File: src/rtl/acc_sched_pkg.sv
// Shared types for the accumulator scheduler: FSM state encoding and
// small helpers used by the top level and the round-robin arbiter.
package acc_sched_pkg;

    typedef enum logic [1:0] {
        IDLE   = 2'd0,
        GRANT  = 2'd1,
        WAIT   = 2'd2,
        RESULT = 2'd3
    } sched_state_t;

    localparam int DoneCountWidth = 16;

    // Wrapping successor of a requester index for non power-of-two counts.
    function automatic int wrap_index(input int base, input int offset, input int count);
        return (base + offset) % count;
    endfunction

endpackage

File: src/rtl/acc_scheduler_if.sv
// Handshake bundle between requesters, the shared accumulator, the result
// consumer and the scheduler; master is the scheduler side.
interface acc_scheduler_if #(
    parameter int DataWidth   = 32,
    parameter int NumReq      = 4,
    parameter int NumReqWidth = 2
);

    logic [NumReq-1:0]           ReqValid;
    logic [NumReq*DataWidth-1:0] ReqData;
    logic [NumReq-1:0]           ReqRdy;

    logic                        AccInValid;
    logic [DataWidth-1:0]        AccInData;
    logic                        AccInRdy;
    logic                        AccOutValid;
    logic [DataWidth-1:0]        AccOutData;
    logic                        AccClr;

    logic                        ResValid;
    logic [DataWidth-1:0]        ResData;
    logic [NumReqWidth-1:0]      ResId;
    logic                        ResRdy;

    modport master (
        input  ReqValid, ReqData, AccInRdy, AccOutValid, AccOutData, ResRdy,
        output ReqRdy, AccInValid, AccInData, AccClr, ResValid, ResData, ResId
    );

    modport slave (
        output ReqValid, ReqData, AccInRdy, AccOutValid, AccOutData, ResRdy,
        input  ReqRdy, AccInValid, AccInData, AccClr, ResValid, ResData, ResId
    );

endinterface

File: src/rtl/rr_arbiter.sv
// Combinational round-robin selector: picks the first valid requester
// searching upward from LastGrant+1 and wrapping.
module rr_arbiter
    import acc_sched_pkg::*;
#(
    parameter int NumReq      = 4,
    parameter int NumReqWidth = 2
) (
    input  logic [NumReq-1:0]      ReqValid,
    input  logic [NumReqWidth-1:0] LastGrant,
    output logic                   AnyReq,
    output logic [NumReqWidth-1:0] NextGrant
);

    logic [NumReqWidth-1:0] cand;

    // Walk from the farthest candidate back to the nearest so the nearest wins.
    always_comb begin
        AnyReq    = |ReqValid;
        NextGrant = LastGrant;
        cand      = '0;
        for (int i = NumReq; i >= 1; i--) begin
            cand = NumReqWidth'(wrap_index(int'(LastGrant), i, NumReq));
            if (ReqValid[cand]) begin
                NextGrant = cand;
            end
        end
    end

endmodule

File: src/rtl/acc_scheduler.sv
// Time-shares one accumulator among NumReq requesters in bursts of
// AccumulateCount samples. Optional DoneCount output under ACC_SCHED_STATS_EN.
module acc_scheduler
    import acc_sched_pkg::*;
#(
    parameter int DataWidth            = 32,
    parameter int NumReq               = 4,
    parameter int NumReqWidth          = 2,
    parameter int AccumulateCount      = 2,
    parameter int AccumulateCountWidth = 1
) (
    input  logic             clk,
    input  logic             sclr,
    acc_scheduler_if.master  bus
`ifdef ACC_SCHED_STATS_EN
    ,
    output logic [DoneCountWidth-1:0] DoneCount
`endif
);

    localparam logic [AccumulateCountWidth-1:0] LastSample =
        AccumulateCountWidth'(AccumulateCount - 1);

    sched_state_t                    state;
    logic [NumReqWidth-1:0]          grant;
    logic [NumReqWidth-1:0]          last_grant;
    logic [AccumulateCountWidth-1:0] sample_cnt;
    logic                            res_valid;
    logic [DataWidth-1:0]            res_data;
    logic [NumReqWidth-1:0]          res_id;
    logic                            acc_clr;

    logic                            any_req;
    logic [NumReqWidth-1:0]          next_grant;
    logic                            sample_xfer;
    logic [DataWidth-1:0]            req_lane [NumReq];

    for (genvar r = 0; r < NumReq; r++) begin : g_lane
        assign req_lane[r] = bus.ReqData[r*DataWidth +: DataWidth];
    end

    rr_arbiter #(
        .NumReq      (NumReq),
        .NumReqWidth (NumReqWidth)
    ) u_arb (
        .ReqValid  (bus.ReqValid),
        .LastGrant (last_grant),
        .AnyReq    (any_req),
        .NextGrant (next_grant)
    );

    // Only the granted requester sees the accumulator; everyone else is stalled.
    always_comb begin
        bus.ReqRdy     = '0;
        bus.AccInValid = 1'b0;
        bus.AccInData  = '0;
        if (state == GRANT) begin
            bus.AccInValid    = bus.ReqValid[grant];
            bus.AccInData     = req_lane[grant];
            bus.ReqRdy[grant] = bus.AccInRdy;
        end
    end

    assign sample_xfer = (state == GRANT) && bus.AccInValid && bus.AccInRdy;

    // A dropped ReqValid mid-burst simply stalls in GRANT; the grant is held.
    always_ff @(posedge clk) begin
        if (sclr) begin
            state      <= IDLE;
            sample_cnt <= '0;
            grant      <= '0;
            last_grant <= NumReqWidth'(NumReq - 1);
            res_valid  <= 1'b0;
            res_data   <= '0;
            res_id     <= '0;
            acc_clr    <= 1'b0;
        end else begin
            acc_clr <= 1'b0;
            case (state)
                IDLE: begin
                    if (any_req) begin
                        grant      <= next_grant;
                        last_grant <= next_grant;
                        state      <= GRANT;
                    end
                end
                GRANT: begin
                    if (sample_xfer) begin
                        if (sample_cnt == LastSample) begin
                            sample_cnt <= '0;
                            state      <= WAIT;
                        end else begin
                            sample_cnt <= sample_cnt + AccumulateCountWidth'(1);
                        end
                    end
                end
                WAIT: begin
                    if (bus.AccOutValid) begin
                        res_data  <= bus.AccOutData;
                        res_id    <= grant;
                        res_valid <= 1'b1;
                        acc_clr   <= 1'b1;
                        state     <= RESULT;
                    end
                end
                RESULT: begin
                    if (res_valid && bus.ResRdy) begin
                        res_valid <= 1'b0;
                        state     <= IDLE;
                    end
                end
                default: state <= IDLE;
            endcase
        end
    end

    assign bus.ResValid = res_valid;
    assign bus.ResData  = res_data;
    assign bus.ResId    = res_id;
    assign bus.AccClr   = acc_clr;

`ifdef ACC_SCHED_STATS_EN
    logic [DoneCountWidth-1:0] done_count;

    always_ff @(posedge clk) begin
        if (sclr) begin
            done_count <= '0;
        end else if (state == RESULT && res_valid && bus.ResRdy) begin
            done_count <= done_count + DoneCountWidth'(1);
        end
    end

    assign DoneCount = done_count;
`endif

endmodule

File: src/flat_wrapper.sv
// flat-port wrapper written by rule: the top's interface ports become plain ports
module acc_scheduler_flat import acc_sched_pkg::*;
#(
    parameter int DataWidth            = 32,
    parameter int NumReq               = 4,
    parameter int NumReqWidth          = 2,
    parameter int AccumulateCount      = 2,
    parameter int AccumulateCountWidth = 1
)
  (clk, sclr, bus_ReqValid, bus_ReqData, bus_AccInRdy, bus_AccOutValid, bus_AccOutData, bus_ResRdy, bus_ReqRdy, bus_AccInValid, bus_AccInData, bus_AccClr, bus_ResValid, bus_ResData, bus_ResId);
  acc_scheduler_if #(.DataWidth(DataWidth), .NumReq(NumReq), .NumReqWidth(NumReqWidth)) bus_i ();
  input  logic clk;
  input  logic sclr;
  input wire logic [$bits(bus_i.ReqValid)-1:0] bus_ReqValid;
  input wire logic [$bits(bus_i.ReqData)-1:0] bus_ReqData;
  input wire logic [$bits(bus_i.AccInRdy)-1:0] bus_AccInRdy;
  input wire logic [$bits(bus_i.AccOutValid)-1:0] bus_AccOutValid;
  input wire logic [$bits(bus_i.AccOutData)-1:0] bus_AccOutData;
  input wire logic [$bits(bus_i.ResRdy)-1:0] bus_ResRdy;
  output wire logic [$bits(bus_i.ReqRdy)-1:0] bus_ReqRdy;
  output wire logic [$bits(bus_i.AccInValid)-1:0] bus_AccInValid;
  output wire logic [$bits(bus_i.AccInData)-1:0] bus_AccInData;
  output wire logic [$bits(bus_i.AccClr)-1:0] bus_AccClr;
  output wire logic [$bits(bus_i.ResValid)-1:0] bus_ResValid;
  output wire logic [$bits(bus_i.ResData)-1:0] bus_ResData;
  output wire logic [$bits(bus_i.ResId)-1:0] bus_ResId;
  assign bus_i.ReqValid = bus_ReqValid;
  assign bus_i.ReqData = bus_ReqData;
  assign bus_i.AccInRdy = bus_AccInRdy;
  assign bus_i.AccOutValid = bus_AccOutValid;
  assign bus_i.AccOutData = bus_AccOutData;
  assign bus_i.ResRdy = bus_ResRdy;
  assign bus_ReqRdy = bus_i.ReqRdy;
  assign bus_AccInValid = bus_i.AccInValid;
  assign bus_AccInData = bus_i.AccInData;
  assign bus_AccClr = bus_i.AccClr;
  assign bus_ResValid = bus_i.ResValid;
  assign bus_ResData = bus_i.ResData;
  assign bus_ResId = bus_i.ResId;
  acc_scheduler #(.DataWidth(DataWidth), .NumReq(NumReq), .NumReqWidth(NumReqWidth), .AccumulateCount(AccumulateCount), .AccumulateCountWidth(AccumulateCountWidth)) u_core (.clk(clk), .sclr(sclr), .bus(bus_i));
endmodule
File: config.mk
export PLATFORM = sky130hd
export DESIGN_NAME = acc_scheduler_flat
export DESIGN_NICKNAME = d
export VERILOG_FILES = /design/src/rtl/acc_sched_pkg.sv /design/src/rtl/acc_scheduler_if.sv /design/src/rtl/rr_arbiter.sv /design/src/rtl/acc_scheduler.sv /design/src/flat_wrapper.sv
export SDC_FILE = /design/constraint.sdc
export NUM_CORES = 1
export LEC_CHECK = 0
export ABC_AREA = 1
export CORE_MARGIN = 10
export CORE_UTILIZATION = 33
export CTS_CLUSTER_SIZE = 20
export DETAILED_ROUTE_END_ITERATION = 8
export PLACE_DENSITY_LB_ADDON = 0.12
export REMOVE_ABC_BUFFERS = 1
export SLEW_MARGIN = 20
export SYNTH_ARGS = -nofsm -noshare
export SYNTH_HDL_FRONTEND = slang
export SYNTH_SLANG_ARGS = --single-unit
File: constraint.sdc
create_clock -name clk -period 2.6 [get_ports clk]
set_clock_uncertainty 0.15 [all_clocks]
set_input_delay 0.65 -clock clk [delete_from_list [all_inputs] [get_ports clk]]
set_output_delay 0.65 -clock clk [all_outputs]
set_load 0.02 [all_outputs]
# == Yosys cells after proc, flatten, opt, wreduce, memory -nomap -nowiden ==
# Cells that the tools add are included.
# op_classes
add_sub_neg,5
order_cmp,7
n_eq_ne,8
muxes,33
n_bitwise,3
reduce_logical,13
# ops
operator,n
32-bit two-way mux,3
32-bit binary-select mux with 2-bit select,1
2-bit two-way mux,9
2-bit by 3-bit < comparator with 1-bit output (second input constant),5
1-bit two-way mux,11
1-bit binary-select mux with 2-bit select,5
2-bit by 1-bit inequality test with 1-bit output (second input constant),4
2-bit one-hot mux with 4 select lines,1
2-bit AND reduction,3
5-bit AND reduction,1
2-bit by 1-bit adder with 2-bit output (second input constant),2
2-bit adder (second input constant),2
4-bit bitwise AND,1
2-bit == test (second input constant),2
1-bit logical AND,4
4-bit two-way mux,1
4-bit OR reduction,1
3-bit >= comparator (second input constant),1
2-bit inverter with 3-bit output,1
3-bit AND reduction,1
1-bit demux with 2-bit select,1
2-bit by 1-bit == test with 1-bit output (second input constant),1
2-bit by 1-bit >= comparator with 1-bit output (second input constant),1
2-bit logical NOT,1
other kinds (6),6
# word_totals
regBits,43
inputBits,169
out_inout_bits,73
word_cells,77

# == Depth between registers and ports, before layout ==
# depth
ltp_word,7
mapped_depth,11
depth_no_buf,10

# == By module ==
# Synthesis repeated with hierarchy kept, for this count alone.
# hier_totals
hier_cells,418
area_unflattened_um2,2782.7
# by_module_without_submodules
mod,instances,cells_each,area_per_inst_um2,seq_area_each_um2
acc_scheduler,1,375,2578.7,860.8
rr_arbiter,1,43,203.9,0.0

# == Worst setup path before layout ==
# No wires, ideal clock.
# synth_timing
kind,flip-flop to output port
startpoint,register u_core.grant[0]
endpoint,output bus_AccInData[10]
arrival_ps,1328
required_ps,1800
slack_ps,472
path_stages_with_launch,7
n_path_buf,2
path_cell_list,dfxtp_1 > buf_4 > inv_1 > nor2_1 > buf_4 > a22oi_1 > a31oi_1
# synth_via
elab_chain_len,5
# synth_rtl
item,line,rtl
"start, declared",acc_scheduler.sv:25,logic [NumReqWidth-1:0] grant;
"start signal, assigned",acc_scheduler.sv:82,grant <= next_grant;
2-bit inverter with 3-bit output (not written as such),acc_scheduler.sv:59,bus.AccInData = req_lane[grant];
32-bit binary-select mux with 2-bit select,acc_scheduler.sv:59,
32-bit two-way mux (not written as such) (2 in series),acc_scheduler.sv:59,
32-bit two-way mux,acc_scheduler.sv:57,if (state == GRANT) begin
"end, declared",flat_wrapper.sv:22,output wire logic [$bits(bus_i.AccInData)-1:0] bus_AccInData;
# No other way between the ends. The select of a mux whose other input is x is not followed.

# == Worst setup path after layout ==
# layout_timing
startpoint,input bus_ReqValid[0]
endpoint,output bus_AccInValid
# layout_via
elab_chain_len,3
# layout_rtl
item,line,rtl
"start, declared",flat_wrapper.sv:14,input wire logic [$bits(bus_i.ReqValid)-1:0] bus_ReqValid;
1-bit binary-select mux with 2-bit select,acc_scheduler.sv:58,bus.AccInValid = bus.ReqValid[grant];
1-bit two-way mux (not written as such),acc_scheduler.sv:58,
1-bit two-way mux,acc_scheduler.sv:57,
"end, declared",flat_wrapper.sv:21,output wire logic [$bits(bus_i.AccInValid)-1:0] bus_AccInValid;
# No other way between the ends. The select of a mux whose other input is x is not followed.

==> impl_metrics.tcl <==
set metrics [dict create \
    status "completed" \
    dr_total_vias 3706 \
    wl_mm 14.1 \
    drc 0 \
    ir_drop_mv 0.522 \
    wl_per_cell_um 18.7 \
    ys_ff_latch 43 \
    antenna_found_initial 0 \
    p_leak_nw 2.12 \
    rsz0062_at_grt "yes" \
    drt-initial-drc-count 175 \
    fin_crit_sh_pct 98.1 \
    r2r_setup_slack_ns 0.87 \
    preCtsSetupSlack_ns -0.487 \
    syn2layout_area_growth_pct 104 \
    cts_root_buffer "clkbuf_8" \
    ff_latch_area_um2 863 \
    dr.pass1.iters 5 \
    tightest_slew_ns 0.366 \
    clk_pin_slew_ns 0.07 \
    instances_no_fill 754 \
    rows 32 \
    path_max_fanout 2 \
    hold_viol 0 \
    yosysUniqueCellTypes 23 \
    cts.sinks 43 \
    dp.cells 745 \
    synthCells 406 \
    clock_latency_ns 0.28 \
    io-pin-count 242 \
    postSynthAreaPerCell_um2 6.40 \
    dieArea_um2 11800 \
    grt_pass1_wl_mm 20.7 \
    clock_path_buffers 2 \
    cap_violations 0 \
    rr_worst_depth 11 \
    grt_max_degree 35 \
    start_kind "input port" \
    multiInputGateArea_um2 1530 \
    die_h_um 109 \
    hold_path_end "u_core.bus.ResData[17]" \
    grt_pass1_vias 3628 \
    setup_ws_ns 0.0486 \
    worstReg2RegStart "u_core.grant[0]" \
    place_congestion 0.988 \
    slowest_delay_ns 0.48 \
    syn-cell-area_um2 2600 \
    r2r-end "u_core.state[0]" \
    fp.dieW_um 109 \
    period_needed_ns 2.55 \
    grt-ovfl-total 0 \
    slowest_stage "clkdlybuf4s50_1" \
    layout-drive-gt1-share_pct 8.15 \
    min_delay_path_depth 2 \
    fmax_mhz 392 \
    h-tree-depth 2 \
    finish.utilization_pct 69.0 \
    avgViaCountPerCell 4.92 \
    end_kind "output port" \
    core-area_um2 7690 \
    worstPathArrival_ns 1.75 \
    ys_warn_count 0 \
    numPortBuffers 241 \
    fillCellCount 652 \
    relSlewSlack_pct 75.5 \
    crit_buf_inv 3 \
    synth.yosys.seq_area_share_pct 33.1 \
    hold_class "flip-flop to flip-flop" \
    path_cells "clkdlybuf4s50_1 -> inv_1 -> o21ai_1 -> nand2_1 -> a31oi_1 -> buf_4" \
    power_density_nw_per_um2 822 \
    slew_violations 0 \
    cp_top_family "buffers and inverters" \
    final_nets 823 \
    cts_made_buffers 5 \
    cts.hold.buffers_added 0 \
    crit_type "input port to output port" \
    hp-start "u_core.bus.ResData[17]" \
    cts_tree "yes" \
    critical_path_required_ns 1.80 \
    dp_hpwl_mm 11.5 \
    initial_core_util_pct 33.8 \
    setup_viol 0 \
    ant_nets 0 \
    grt.total_usage_pct 21.9 \
]
worst max path at each step:
stage	startpoint	end	slack, ns	cells after the start
2_1_floorplan	u_core.grant[0]	bus_AccInData[0]	-0.35	4
3_3_place_gp	bus_ReqValid[0]	bus_AccInValid	-0.38	6
3_5_place_dp	bus_ReqValid[0]	bus_AccInValid	-0.49	6
4_1_cts	bus_ReqValid[0]	bus_AccInValid	-0.18	6
5_1_grt	bus_ReqValid[0]	bus_AccInValid	-0.003	6
6_report	bus_ReqValid[0]	bus_AccInValid	0.05	6
per-stage QoR:
step / power, W / instance area [um^2] / setup TNS (ns) / hold WS, ns
floorplan: 0.00246 / 2460 / -11.23 / 0.322
global placement: 0.00394 / 5260 / -6.47 / 0.311
detailed placement: 0.00401 / 5260 / -7.09 / 0.323
CTS: 0.00437 / 5330 / -0.183 / 0.339
global route: 0.00468 / 5300 / -0.00320 / 0.359
finish: 0.00436 / 5300 / 0 / 0.335
worst min-delay path: cells and delay by family, from the launching register on:
family | cells | cell delay [ns]
DFF | 1 | 0.33
and+or+nand+nor | 2 | 0.13
cells in the mapped netlist:
cell | number | area, um^2
a31oi_1 | 33 | 206
nor2_1 | 73 | 274
o21ai_1 | 3 | 15.0
clkbuf_1 | 11 | 41.3
o211ai_1 | 1 | 7.51
nor2_4 | 1 | 11.3
ha_1 | 4 | 50.1
dfxtp_1 | 43 | 861
inv_1 | 18 | 67.6
o21ai_0 | 35 | 175
a22oi_1 | 32 | 240
nor3_1 | 3 | 15.0
nand3_1 | 8 | 40.0
o22ai_1 | 1 | 6.26
buf_4 | 5 | 37.5
a21oi_1 | 10 | 50.1
inv_2 | 3 | 11.3
nand3_2 | 2 | 20.0
nand2_1 | 106 | 398
nand2_2 | 1 | 6.26
clkinv_1 | 1 | 3.75
nand4_1 | 1 | 6.26
buf_2 | 11 | 55.1
metal layers:
metal	vias up	wire [um]	global-route usage, %
li1	1862	-	-
met1	1679	5470	25.1
met2	153	7120	38.2
met3	12	1330	7.20
met4	0	146	6.03
met5	-	0	0
registers in the layout (all words and copies together) (netlist names):
signal and count:
u_core.bus.AccClr 1, u_core.last_grant 2, u_core.bus.ResData 32, u_core.bus.ResValid 1, u_core.bus.ResId 2, u_core.sample_cnt 1
u_core.grant 2, u_core.state 2
kinds of logic (layout without fill, tap and decap cells):
group,after synthesis,after routing,share of synthesized area [%]
other cells,0,2,0
flops,43,43,33.1
compound gates,115,115,27.0
fa+ha+maj,4,4,1.93
buf+inv,49,293,8.33
simple gates,195,195,29.7
what timing repair did:
action	in CTS	in global routing
buffers inserted	0	0
setup endpoints to repair	37	34
pin swaps	0	1
resized for setup	49	42
power by group:
group | internal (W) | switching (W)
clock network | 0.000282 | 0.000208
registers | 0.000810 | 0.000122
logic | 0.00129 | 0.00165
layout make-up:
type / instances / area share (%)
tap: 102 / 2.41
multi-input combinational: 314 / 28.9
timing repair buffer: 264 / 48.8
clock buffer: 6 / 1.37
clock inverter: 1 / 0.566
inverter: 22 / 1.56
sequential: 43 / 16.3
antenna: 2 / 0.0944
placed cells by master, fill, tap and decap left out, drive strengths merged:
| cell type | instances |
|---|---|
| clkdlybuf4s15 | 8 |
| o22ai | 1 |
| buf | 26 |
| bufinv | 1 |
| clkbuf | 15 |
| inv | 21 |
| nand2 | 107 |
| o211ai | 1 |
| diode | 2 |
| clkinv | 1 |
| nor2 | 74 |
| dlygate4sd2 | 17 |
| nor3 | 3 |
| nand4 | 1 |
| dfxtp | 43 |
| a22oi | 32 |
| a21oi | 10 |
| a31oi | 33 |
| nand3 | 10 |
| o21ai | 38 |
| clkdlybuf4s50 | 204 |
| ha | 4 |
No activity file was read; power rests on OpenSTA's default activity.
